**src/rtl/rex_pkg.sv**
```systemverilog
// Shared definitions for the obstacle scheduler: FSM encoding, slot geometry,
// default placement/timing constants and the LFSR seed.
package rex_pkg;

    typedef enum logic [1:0] {
        ST_IDLE = 2'd0,
        ST_RUN  = 2'd1,
        ST_HALT = 2'd2
    } state_t;

    localparam int SLOTS = 4;
    localparam int POS_W = 16;

    localparam int DEF_SPAWN_X   = 240;
    localparam int DEF_FIRST_X   = 232;
    localparam int DEF_DESPAWN_X = 10;
    localparam int DEF_BASE_STEP = 8;
    localparam int DEF_MIN_GAP   = 6;
    localparam int MAX_STEP      = 16;

    localparam logic [7:0] LFSR_SEED = 8'h5A;

endpackage

```
**src/rtl/rex_lfsr8.sv**
```systemverilog
// 8-bit Fibonacci LFSR (taps 8,6,5,4) with synchronous seed load and advance
// enable; exposes only the low OUT_W bits the consumer needs.
module rex_lfsr8 #(
    parameter logic [7:0] SEED  = 8'h5A,
    parameter int         OUT_W = 8
) (
    input  logic             clk,
    input  logic             load,
    input  logic             adv,
    output logic [OUT_W-1:0] q
);

    logic [7:0] lfsr_reg;
    logic       feedback;

    assign feedback = lfsr_reg[7] ^ lfsr_reg[5] ^ lfsr_reg[4] ^ lfsr_reg[3];

    always_ff @(posedge clk) begin
        if (load) begin
            lfsr_reg <= SEED;
        end else if (adv) begin
            lfsr_reg <= {lfsr_reg[6:0], feedback};
        end
    end

    assign q = lfsr_reg[OUT_W-1:0];

endmodule

```
**src/rtl/obstacle_scheduler.sv**
```systemverilog
// Obstacle scheduler: four scrolling obstacle slots stepped by a tick divider,
// with pseudo-random spawn spacing. Optional feature macro: OBSTACLE_SPEEDUP_EN.
module obstacle_scheduler
    import rex_pkg::*;
#(
    parameter int DIVISION  = 50,
    parameter int SPAWN_X   = DEF_SPAWN_X,
    parameter int FIRST_X   = DEF_FIRST_X,
    parameter int DESPAWN_X = DEF_DESPAWN_X,
    parameter int BASE_STEP = DEF_BASE_STEP,
    parameter int MIN_GAP   = DEF_MIN_GAP
) (
    input  logic                   clk,
    input  logic                   rst,
    input  logic                   run,
    input  logic                   clear,
    output logic                   tick,
    output logic [SLOTS*POS_W-1:0] obs_x,
    output logic [SLOTS-1:0]       obs_valid,
    output logic [POS_W-1:0]       near_x,
    output logic                   near_valid,
    output logic [15:0]            score
);

    state_t             state_reg, state_next;
    logic [15:0]        div_cnt_reg;
    logic [7:0]         gap_cnt_reg;
    logic [15:0]        score_reg;
    logic [POS_W-1:0]   x_reg [SLOTS];
    logic [SLOTS-1:0]   valid_reg;
    logic [POS_W-1:0]   x_next [SLOTS];
    logic [SLOTS-1:0]   valid_next;
    logic [POS_W-1:0]   near_x_reg, near_min;
    logic               near_valid_reg, near_any;

    logic [2:0]         lfsr_low;
    logic               tick_now, enter, gap_ok, spawn_go;
    logic [SLOTS-1:0]   free_slots, spawn_sel, keep, despawn;
    logic [POS_W-1:0]   step;
    logic [2:0]         despawn_cnt;
    logic [16:0]        score_sum;

    always_ff @(posedge clk) begin
        if (rst) begin
            state_reg <= ST_IDLE;
        end else begin
            state_reg <= state_next;
        end
    end

    always_comb begin
        state_next = state_reg;
        if (clear) begin
            state_next = ST_IDLE;
        end else begin
            case (state_reg)
                ST_IDLE: if (run)  state_next = ST_RUN;
                ST_RUN:  if (!run) state_next = ST_HALT;
                ST_HALT: if (run)  state_next = ST_RUN;
                default:           state_next = ST_IDLE;
            endcase
        end
    end

    // A tick that coincides with clear is dropped, just like one under reset.
    assign tick     = (state_reg == ST_RUN) && (div_cnt_reg == 16'(DIVISION));
    assign tick_now = tick && !clear;
    assign enter    = (state_reg == ST_IDLE) && run && !clear;

    rex_lfsr8 #(
        .SEED  (LFSR_SEED),
        .OUT_W (3)
    ) u_lfsr (
        .clk  (clk),
        .load (rst || clear),
        .adv  (tick_now),
        .q    (lfsr_low)
    );

`ifdef OBSTACLE_SPEEDUP_EN
    logic [16:0] step_raw;
    assign step_raw = 17'(BASE_STEP) + {4'b0, score_reg[15:3]};
    assign step     = (step_raw > 17'(MAX_STEP)) ? POS_W'(MAX_STEP) : step_raw[POS_W-1:0];
`else
    assign step = POS_W'(BASE_STEP);
`endif

    // Free slots are taken before this tick's despawns, so a freed slot waits a tick.
    assign free_slots = ~valid_reg;
    assign spawn_sel  = free_slots & (~free_slots + SLOTS'(1));
    assign gap_ok     = {1'b0, gap_cnt_reg} >= (9'(MIN_GAP) + {6'b0, lfsr_low});
    assign spawn_go   = tick_now && gap_ok && (|free_slots);

    for (genvar gi = 0; gi < SLOTS; gi++) begin : g_slot
        logic [POS_W-1:0] slot_x_next;
        logic             slot_valid_next;

        assign keep[gi]    = {1'b0, x_reg[gi]} >= (17'(DESPAWN_X) + {1'b0, step});
        assign despawn[gi] = tick_now && valid_reg[gi] && !keep[gi];

        always_comb begin
            slot_x_next     = x_reg[gi];
            slot_valid_next = valid_reg[gi];
            if (enter) begin
                if (gi == 0) begin
                    slot_x_next     = POS_W'(FIRST_X);
                    slot_valid_next = 1'b1;
                end
            end else if (tick_now) begin
                if (valid_reg[gi]) begin
                    if (keep[gi]) begin
                        slot_x_next = x_reg[gi] - step;
                    end else begin
                        slot_valid_next = 1'b0;
                    end
                end else if (spawn_go && spawn_sel[gi]) begin
                    slot_x_next     = POS_W'(SPAWN_X);
                    slot_valid_next = 1'b1;
                end
            end
        end

        assign x_next[gi]                = slot_x_next;
        assign valid_next[gi]            = slot_valid_next;
        assign obs_x[gi*POS_W +: POS_W]  = x_reg[gi];
    end

    always_ff @(posedge clk) begin
        if (rst || clear) begin
            for (int i = 0; i < SLOTS; i++) begin
                x_reg[i] <= '0;
            end
            valid_reg <= '0;
        end else begin
            for (int i = 0; i < SLOTS; i++) begin
                x_reg[i] <= x_next[i];
            end
            valid_reg <= valid_next;
        end
    end

    always_comb begin
        despawn_cnt = '0;
        for (int i = 0; i < SLOTS; i++) begin
            despawn_cnt = despawn_cnt + {2'b0, despawn[i]};
        end
    end

    assign score_sum = {1'b0, score_reg} + 17'(despawn_cnt);

    always_ff @(posedge clk) begin
        if (rst || clear) begin
            div_cnt_reg <= '0;
            gap_cnt_reg <= '0;
            score_reg   <= '0;
        end else if (enter) begin
            div_cnt_reg <= '0;
            gap_cnt_reg <= '0;
        end else if (tick_now) begin
            div_cnt_reg <= '0;
            if (spawn_go) begin
                gap_cnt_reg <= '0;
            end else if (gap_cnt_reg != 8'hFF) begin
                gap_cnt_reg <= gap_cnt_reg + 8'd1;
            end
            score_reg <= score_sum[16] ? 16'hFFFF : score_sum[15:0];
        end else if (state_reg == ST_RUN) begin
            div_cnt_reg <= div_cnt_reg + 16'd1;
        end
    end

    always_comb begin
        near_min = '1;
        near_any = 1'b0;
        for (int i = 0; i < SLOTS; i++) begin
            if (valid_reg[i]) begin
                near_any = 1'b1;
                if (x_reg[i] < near_min) begin
                    near_min = x_reg[i];
                end
            end
        end
    end

    always_ff @(posedge clk) begin
        if (rst) begin
            near_x_reg     <= '1;
            near_valid_reg <= 1'b0;
        end else begin
            near_x_reg     <= near_min;
            near_valid_reg <= near_any;
        end
    end

    assign near_x     = near_x_reg;
    assign near_valid = near_valid_reg;
    assign obs_valid  = valid_reg;
    assign score      = score_reg;

endmodule

```
**config.mk**
```make
export PLATFORM = sky130hd
export DESIGN_NAME = obstacle_scheduler
export DESIGN_NICKNAME = d
export VERILOG_FILES = /design/src/rtl/rex_pkg.sv /design/src/rtl/rex_lfsr8.sv /design/src/rtl/obstacle_scheduler.sv
export SDC_FILE = /design/constraint.sdc
export NUM_CORES = 1
export LEC_CHECK = 0
export BUFFER_PORTS_ARGS = -buffer_cell sky130_fd_sc_hd__buf_2
export CORE_UTILIZATION = 32
export CTS_CLUSTER_DIAMETER = 30
export CTS_CLUSTER_SIZE = 20
export DETAILED_ROUTE_END_ITERATION = 6
export GPL_ROUTABILITY_DRIVEN = 0
export GPL_TIMING_DRIVEN = 0
export SLEW_MARGIN = 10
export SYNTH_ARGS = -nofsm -noshare
export SYNTH_HDL_FRONTEND = slang
export SYNTH_SLANG_ARGS = --single-unit
export TNS_END_PERCENT = 100
```
**constraint.sdc**
```tcl
create_clock -name clk -period 19.27 [get_ports clk]
set_input_delay 3.854 -clock clk [delete_from_list [all_inputs] [get_ports clk]]
set_output_delay 3.854 -clock clk [all_outputs]
set_load 0.1 [all_outputs]
```
# Word level (Yosys, flattened, before mapping)

Memories as Yosys holds them, arrays and structs flattened.
Index checks and enable logic that the tools add are counted.

Output and inout port bits: 102
Word-level logic and storage cells: 142
Memories kept: 1
Input bits: 4
Bits in writable memories: 64
Flip-flop bits (word level): 71

Memories:

| name  | depth | width | read ports | clocked after Yosys merged registers in | wr ports | RTL line                 | source |
|---|---|---|---|---|---|---|---|
| x_reg | 4     | 16    | 4          | 0                                       | 4        | obstacle_scheduler.sv:29 | `logic [POS_W-1:0] x_reg [SLOTS];` |

Equality and inequality tests: 6
$add $sub $neg: 12
Reductions and logical operators: 35
Magnitude comparators: 9
Bitwise logic cells: 11
Mux-type cells: 59

Operators with widths:

| operator                                                                             | count |
|---|---|
| 16-bit 2-to-1 mux                                                                    | 33 |
| 16-bit by 5-bit greater-or-equal comparator with 1-bit output, second input constant | 4 |
| 16-bit by 4-bit subtractor with 16-bit output, second input constant                 | 4 |
| 16-bit less-than comparator                                                          | 3 |
| 1-bit 2-to-1 mux                                                                     | 21 |
| 1-bit logical AND                                                                    | 18 |
| 16-bit by 3-bit adder with 17-bit output                                             | 1 |
| 16-bit by 1-bit adder with 16-bit output, second input constant                      | 1 |
| 16-bit by 6-bit equality test with 1-bit output, second input constant               | 1 |
| 16-bit less-than comparator, second input constant                                   | 1 |
| 8-bit 2-to-1 mux                                                                     | 2 |
| 8-bit by 1-bit adder with 8-bit output, second input constant                        | 1 |
| 8-bit by 4-bit greater-or-equal comparator with 1-bit output                         | 1 |
| 8-bit inequality test, second input constant                                         | 1 |
| 4-bit NOT                                                                            | 2 |
| 2-bit AND reduction                                                                  | 3 |
| 2-bit OR reduction                                                                   | 3 |
| 1-bit logical NOT                                                                    | 5 |
| 3-bit by 3-bit adder with 4-bit output, first input constant                         | 1 |
| 4-bit by 1-bit adder with 4-bit output, second input constant                        | 1 |
| 4-bit bitwise AND                                                                    | 1 |
| 2-bit 2-to-1 mux                                                                     | 2 |
| 1-bit bitwise OR                                                                     | 4 |
| 2-bit one-hot mux with 2 select lines                                                | 1 |
| 14 further kinds                                                                     | 17 |

# Longest topological paths before layout

Gate-level depths: netlist (run 1).
An unclocked memory read counts as a cell.

Depth in word-level cells: 13
Mapped depth: 34
Mapped depth without buffers: 29

# By module

Synthesis (run 1) repeated with hierarchy kept, for this count alone.

Cell total of the unflattened synthesis: 858
Area total of the unflattened synthesis: 7175.6 um^2

By module, submodules not included:

| module             | instances | area each (um^2) | seq. area each (um^2) | cells each |
|---|---|---|---|---|
| obstacle_scheduler | 1         | 6835.3           | 2262.2                | 826 |
| rex_lfsr8          | 1         | 340.3            | 160.2                 | 32 |

# Worst setup path after synthesis (run 1)

OpenSTA, ideal clock, no wires.

Path type: register -> register
From: register valid_reg[0], in the netlist obs_valid[0]
To: register near_x_reg[5], in the netlist near_x[5]
Arrival: 7.576 ns
Path slack: 11.564 ns
Required time: 19.140 ns
Path buffers: 5
Cell stages (with the launch flop): 34
Period minus slack after synthesis: 7.706 ns
Setup time: 0.130 ns
Cell sequence: dfxtp_1 buf_2 clkbuf_1 nor2b_1 ha_1 a21o_1 o221ai_1 a2111o_1 a211o_1 nand2_2 clkbuf_1 nand2_1 o21ai_0 ha_1 a211o_1 nor3_1 o21ai_1 a21oi_1 o22ai_4 a31oi_4 buf_6 mux2_4 ha_1 a21o_1 a21o_1 a21oi_1 nor2b_1 o21ai_0 a21oi_1 or4b_2 a21o_1 clkbuf_1 nor4_1 a21oi_2

Word-level cells in the longest chain between the ends: 10

Ends and longest elaborated chain:

| item                        | RTL line                  | source |
|---|---|---|
| start, declared             | obstacle_scheduler.sv:30  | `logic [SLOTS-1:0] valid_reg;` |
| start signal, assigned      | obstacle_scheduler.sv:138 | `valid_reg <= valid_next;` |
| 16-bit 2-to-1 mux *         | obstacle_scheduler.sv:176 | `if (valid_reg[i]) begin` |
| 16-bit less-than comparator | obstacle_scheduler.sv:178 | `if (x_reg[i] < near_min) begin` |
| 16-bit 2-to-1 mux           | obstacle_scheduler.sv:178 |  |
| 16-bit 2-to-1 mux *         | obstacle_scheduler.sv:176 |  |
| 16-bit less-than comparator | obstacle_scheduler.sv:178 |  |
| 16-bit 2-to-1 mux           | obstacle_scheduler.sv:178 |  |
| 16-bit 2-to-1 mux *         | obstacle_scheduler.sv:176 |  |
| 16-bit less-than comparator | obstacle_scheduler.sv:178 |  |
| 16-bit 2-to-1 mux           | obstacle_scheduler.sv:178 |  |
| 16-bit 2-to-1 mux *         | obstacle_scheduler.sv:176 |  |
| end signal, assigned        | obstacle_scheduler.sv:190 | `near_x_reg <= near_min;` |
| end, declared               | obstacle_scheduler.sv:33  | `logic [POS_W-1:0] near_x_reg, near_min;` |

Every way passes the cells marked *; elsewhere a longest branch is shown, timed or not.
A chain may end at the register's enable or synchronous reset.

# Worst setup path in the final report (run 1)

From: register valid_reg[0], in the netlist obs_valid[0]
To: register near_x_reg[8], in the netlist near_x[8]

The elaborated chain is that of the path after synthesis.

==> impl_metrics.env, run 1 <==
export IMPL_outcome="finished, violations left"
export IMPL_violations="design-rule violations"
export IMPL_cpMostUsedCell="a21o_1"
export IMPL_fin_crit_sh_pct=42.2
export IMPL_p_int_uw=439
export IMPL_end_kind="flip-flop"
export IMPL_wire_per_inst_um=15.5
export IMPL_hold_buffers=0
export IMPL_clkTransAtPathRegs_ns=0.05
export IMPL_rows=54
export IMPL_cp_top_family="compound AO/OA/AOI/OAI gates"
export IMPL_cts_sinks=121
export IMPL_syn_inst=857
export IMPL_initial_core_util_pct=32.9
export IMPL_core_region_area_um2=22000
export IMPL_seq_power_share_pct=42.7
export IMPL_max_freq_mhz=123
export IMPL_p_sw_uw=152
export IMPL_num_vias=6453
export IMPL_ys_ff_latch=121
export IMPL_fp_dieH_um=153
export IMPL_antenna_found_initial=1
export IMPL_slowest_stage="or4b_2"
export IMPL_period_minus_slack_ns=8.13
export IMPL_rsz0062_at_grt="false"
export IMPL_diodes=0
export IMPL_setup_viol=0
export IMPL_grt_pass1_vias=6008
export IMPL_peakVddDrop_uv=62.3
export IMPL_largest_reg_flops=52
export IMPL_setup_worst_path_start_class="flip-flop"
export IMPL_detail_route_vias_per_cell=5.07
export IMPL_grt_pass1_wl_um=31900
export IMPL_post_cts_buffers=0
export IMPL_die_w_um=153
export IMPL_utilization_pct=39.3
export IMPL_area_growth_pct=19.5
export IMPL_hold_slack_ns=0.480
export IMPL_syn_area_um2=7250
export IMPL_ctsResizeCount=0
export IMPL_track_usage_pct=17.2
export IMPL_worstPathMaxFanout=10
export IMPL_tns_ns=0
export IMPL_powerDensity_nw_per_um2=68.3
export IMPL_clock_power_share_pct=50.4
export IMPL_report_final_slew_viol_count=0
export IMPL_drc=7
export IMPL_swShare_pct=25.8
export IMPL_avgSynthCellArea_um2=8.46
export IMPL_p_comb_share_pct=6.9
export IMPL_cts_tree="yes"
export IMPL_dr_first_iter_drc_count=343
export IMPL_most_common_layout_cells="dfxtp_1 (121), nor2_1 (99), buf_2 (98)"
export IMPL_cap_violations=0
export IMPL_drive_above_1_share_pct=20.0
export IMPL_synthFlopType="dfxtp_1"
export IMPL_power_leakage_nw=3.51
export IMPL_synth_distinct_cells=76
export IMPL_synth_edf_count=0
export IMPL_placed_area_um2=8110
export IMPL_dr_pass1_iters=7
export IMPL_ctsRootBufferMaster="clkbuf_16"
export IMPL_finalWirelength_um=19700
export IMPL_layoutNonFillerInstCount=1272
export IMPL_cts_buffers=17
export IMPL_synth_yosys_seq_area_share_pct=33.4
export IMPL_hold_violations=0
export IMPL_hp_class="reg -> reg"
export IMPL_ys_async_sr_fraction_pct=0
export IMPL_htree_levels=4
export IMPL_clk_latency_ns=0.43
export IMPL_max_stage_delay_ns=0.66
export IMPL_dp_cells=1241
export IMPL_critPathKind="reg -> reg"
export IMPL_io_pins=106
export IMPL_yosysWarnings=0
export IMPL_grt_ovfl_total=0
export IMPL_setup_ws_ns=11.14
export IMPL_numPortBuffers=92
export IMPL_report_power_total_uw=591
export IMPL_critical_path_required_ns=19.57
export IMPL_nNetsFinal=1032
export IMPL_path_buf_inv=5
export IMPL_nFillCells=2242
export IMPL_final_common_cell="dfxtp_1"
export IMPL_die_area_um2=23300
export IMPL_ant_nets=0
export IMPL_grt_max_degree=17
export IMPL_critical_path_arrival_ns=8.43
export IMPL_slew_headroom_pct=32.7
export IMPL_final_area_um2=8660
export IMPL_clock_skew_ns=0.0114
export IMPL_dp_hpwl_um=15000
export IMPL_cts_path_max_buffers=2
export IMPL_tightestPinTransition_ns=1.00
export IMPL_detailedPlace_worstSlack_ns=11.17
## tightest hold or removal path, cell delays in order, from the launching register on
cell and delay (ns):
dfxtp_1 0.33, mux2i_1 0.07, nand2_1 0.06
## per-layer routing
metal  up-vias  routed length [um]  GRT usage, %
met5         -                  10             0
met4         2                 379          5.96
met3        30                1100          4.07
met2       155                9310          28.2
met1      3004                8940          22.1
li1       3262                   -             -
## final timing paths
path	startpoint	to	slack, ns	cells past startpoint
worst max-delay path	obs_valid[0]$_SDFFE_PP0P_	near_x[8]$_SDFF_PP1_	11.14	33
worst max register to register	obs_valid[0]$_SDFFE_PP0P_	near_x[8]$_SDFF_PP1_	11.14	33
worst min-delay path	u_lfsr.lfsr_reg[6]$_SDFFE_PP1P_	u_lfsr.lfsr_reg[6]$_SDFFE_PP1P_	0.48	2
worst min register to register	u_lfsr.lfsr_reg[6]$_SDFFE_PP1P_	u_lfsr.lfsr_reg[6]$_SDFFE_PP1P_	0.48	2
## power by group through the flow
stage | clock network [mW] | registers (mW) | logic [mW]
floorplan | 0 | 0.265 | 0.0262
global placement | 0 | 0.258 | 0.0406
detailed placement | 0 | 0.258 | 0.0408
CTS | 0.305 | 0.252 | 0.0409
global route | 0.315 | 0.252 | 0.0431
finish | 0.298 | 0.252 | 0.0408
## cell type report
class                   count  area [um^2]  area share (%)
multi-input cells         661         4450            51.4
flip-flops and latches    121         2420            28.0
inverters                  37          139            1.60
clock buffers              19          443            5.12
repair buffers             93          470            5.43
clock inverters            12          104            1.20
plain buffers              49          278            3.21
well taps                 280          350            4.05
## cell usage after synthesis (all sizes together), types with 3 or more instances
| master | number | area, um^2 |
|---|---|---|
| xor2 | 31 | 272 |
| and2 | 7 | 43.8 |
| xnor2 | 37 | 343 |
| o221ai | 3 | 26.3 |
| or2 | 4 | 27.5 |
| fa | 3 | 60.1 |
| nand2b | 10 | 62.6 |
| mux2i | 10 | 100 |
| a311oi | 7 | 67.6 |
| a21oi | 64 | 377 |
| nor2b | 16 | 100 |
| a21o | 6 | 45.0 |
| a31oi | 9 | 92.6 |
| mux2 | 13 | 176 |
| nand2 | 70 | 265 |
| or3 | 14 | 87.6 |
| nor2 | 99 | 372 |
| and3 | 11 | 68.8 |
| nand3 | 25 | 125 |
| o21ai | 46 | 230 |
| nand3b | 3 | 22.5 |
| nand4 | 12 | 90.1 |
| ha | 45 | 563 |
| nor4 | 32 | 215 |
| inv | 37 | 139 |
| a211oi | 4 | 35.0 |
| buf | 26 | 191 |
| clkbuf | 23 | 86.3 |
| dfxtp | 121 | 2420 |
| a211o | 3 | 26.3 |
| nor3b | 4 | 30.0 |
| a221oi | 4 | 35.0 |
| nor3 | 28 | 166 |
## kinds of logic (layout without fill, tap and decap cells)
family | count (synthesis) | in the layout | share of synthesized area, %
DFF | 121 | 121 | 33.4
muxes | 23 | 23 | 3.82
and+or+nand+nor | 344 | 344 | 24.3
other | 1 | 12 | 0.0517
AOI/OAI and AO/OA | 165 | 165 | 15.4
buffers and inverters | 86 | 210 | 5.75
xor gates and xnor gates | 68 | 68 | 8.48
adders and majority gates | 49 | 49 | 8.75
Power figures use the tool's default switching activity.
==> run 2, diff against run 1 <==
clock period = 8.3 ns   (was 19.27 ns; I/O delays follow)
==> run 2 against run 1 <==
The flow still finishes with violations (design-rule violations). Via count about the same. Critical path depth unchanged. Register-to-register slack lost 11 ns. Die area unchanged. Critical path type unchanged. Largest power group unchanged.
==> impl_metrics.env, run 2 (synthesis gave the netlist of run 1 again) <==
export IMPL_reg2regPathDepth=33
export IMPL_wire_per_inst_um=15.5
export IMPL_clkTransAtPathRegs_ns=0.05
export IMPL_powerDensity_nw_per_um2=158
export IMPL_most_common_layout_cells="dfxtp_1 (120), nor2_1 (99), buf_2 (98)"
export IMPL_end_kind="flip-flop"
export IMPL_hold_violations=0
export IMPL_report_final_slew_viol_count=0
export IMPL_peakVddDrop_uv=143
export IMPL_die_w_um=153
export IMPL_rsz0062_at_grt="false"
export IMPL_largest_reg_flops=52
export IMPL_track_usage_pct=17.2
export IMPL_hp_start="u_lfsr.lfsr_reg[6]$_SDFFE_PP1P_"
export IMPL_fp_dieH_um=153
export IMPL_tightestPinTransition_ns=1.04
export IMPL_fin_crit_sh_pct=93.5
export IMPL_whs_endpoint="u_lfsr.lfsr_reg[6]$_SDFFE_PP1P_"
export IMPL_initial_core_util_pct=32.9
export IMPL_finalWirelength_um=19800
export IMPL_critPathKind="reg -> reg"
export IMPL_dp_hpwl_um=15000
export IMPL_dr_first_iter_drc_count=327
export IMPL_drive_above_1_share_pct=20.4
export IMPL_grt_pass1_vias=6008
export IMPL_setup_worst_path_start_class="flip-flop"
export IMPL_hold_slack_ns=0.480
export IMPL_critical_path_arrival_ns=8.06
export IMPL_cts_buffers=17
export IMPL_power_leakage_nw=3.52
export IMPL_violations="design-rule violations"
export IMPL_clock_skew_ns=0.0123
export IMPL_final_common_cell="dfxtp_1"
export IMPL_cts_tree="yes"
export IMPL_numPortBuffers=92
export IMPL_slowest_stage="or4b_2"
export IMPL_rows=54
export IMPL_dr_pass1_iters=7
export IMPL_nNetsFinal=1032
export IMPL_core_region_area_um2=22000
export IMPL_num_vias=6457
export IMPL_grt_pass1_wl_um=31900
export IMPL_worst_r2r_endpoint="near_x[8]$_SDFF_PP1_"
export IMPL_rr_startpoint="obs_valid[0]$_SDFFE_PP0P_"
export IMPL_ctsRootBufferMaster="clkbuf_16"
export IMPL_grt_ovfl_total=0
export IMPL_cts_path_max_buffers=2
export IMPL_period_minus_slack_ns=7.76
export IMPL_cap_violations=0
export IMPL_outcome="finished, violations left"
export IMPL_htree_levels=4
export IMPL_holdPathStages=2
export IMPL_diodes=0
export IMPL_io_pins=106
export IMPL_area_growth_pct=19.5
export IMPL_cts_sinks=121
export IMPL_tns_ns=0
export IMPL_max_stage_delay_ns=0.66
export IMPL_slew_headroom_pct=30.0
export IMPL_detail_route_vias_per_cell=5.08
export IMPL_clk_latency_ns=0.43
export IMPL_grt_max_degree=17
export IMPL_antenna_found_initial=1
export IMPL_setup_viol=0
export IMPL_worstPathMaxFanout=10
export IMPL_die_area_um2=23300
export IMPL_drc=6
export IMPL_ant_nets=0
export IMPL_r2r_slack_ns=0.54
export IMPL_critical_path_required_ns=8.60
export IMPL_max_freq_mhz=129
export IMPL_hp_class="reg -> reg"
run 2: cell counts in the layout (fill, tap and decap cells not counted):
Identical to the previous run, type by type.
run 2: how the worst max path moves through the flow:
| stage | startpoint | end | slack (ns) | depth (start not counted) |
|---|---|---|---|---|
| 6_report | obs_valid[0]$_SDFFE_PP0P_ | near_x[8]$_SDFF_PP1_ | 0.54 | 33 |
| 5_1_grt | obs_valid[0]$_SDFFE_PP0P_ | near_x[10]$_SDFF_PP1_ | 0.03 | 33 |
| 4_1_cts | obs_valid[0]$_SDFFE_PP0P_ | near_x[5]$_SDFF_PP1_ | 0.18 | 33 |
| 3_5_place_dp | obs_valid[0]$_SDFFE_PP0P_ | near_x[5]$_SDFF_PP1_ | 0.20 | 33 |
| 3_3_place_gp | obs_valid[0]$_SDFFE_PP0P_ | near_x[5]$_SDFF_PP1_ | 0.29 | 33 |
| 2_1_floorplan | obs_valid[0]$_SDFFE_PP0P_ | near_x[5]$_SDFF_PP1_ | 0.59 | 33 |
run 2: timing repair:
item                                    CTS  global route
endpoints found under the setup margin    0            13
resized for setup                         0             6
hold buffers                              0             0
hold endpoints to repair                  0             0
setup buffers                             0             0
run 2: power breakdown:
part | internal (mW) | leakage, nW | switching (mW)
Sequential | 0.584 | 0.977 | 0.00233
Combinational | 0.0200 | 2.28 | 0.0749
Clock | 0.415 | 0.264 | 0.276
Total | 1.02 | 3.52 | 0.353
run 2: metrics by stage:
stage / std cells / area, um^2 / utilization (%) / total power [mW] / setup slack, ns
after global placement: 1240 / 8100 / 36.8 / 0.693 / 0.292
after global routing: 1272 / 8660 / 39.3 / 1.42 / 0.0347
after detailed placement: 1241 / 8110 / 36.8 / 0.693 / 0.205
after floorplan: 868 / 7290 / - / 0.676 / 0.594
after CTS: 1272 / 8660 / 39.3 / 1.39 / 0.183
final: 1272 / 8660 / 39.3 / 1.37 / 0.536
run 2: layout make-up:
| type | count | area [um^2] |
|---|---|---|
| Clock buffer | 19 | 443 |
| Buffer | 49 | 280 |
| Clock inverter | 12 | 104 |
| Tap cell | 280 | 350 |
| Sequential cell | 121 | 2420 |
| Inverter | 37 | 139 |
| Fill cell | 2240 | 13400 |
| Timing Repair Buffer | 93 | 470 |
| Multi-Input combinational cell | 661 | 4450 |
run 2: layer usage:
metal	vias to the layer above	wire [um]	global-route usage [%]
met5	-	10	0
met4	2	340	5.96
met3	30	1110	4.07
met2	159	9360	28.2
met1	3004	8950	22.1
li1	3262	-	-
run 2: critical path: cells and delay by family, from the launching register on:
kind | cells | cell delay [ns]
and+or+nand+nor | 10 | 2.48
buffers and inverters | 5 | 1.20
adders and majority gates | 3 | 0.83
AOI/OAI and AO/OA | 14 | 2.36
muxes | 1 | 0.34
DFF | 1 | 0.42
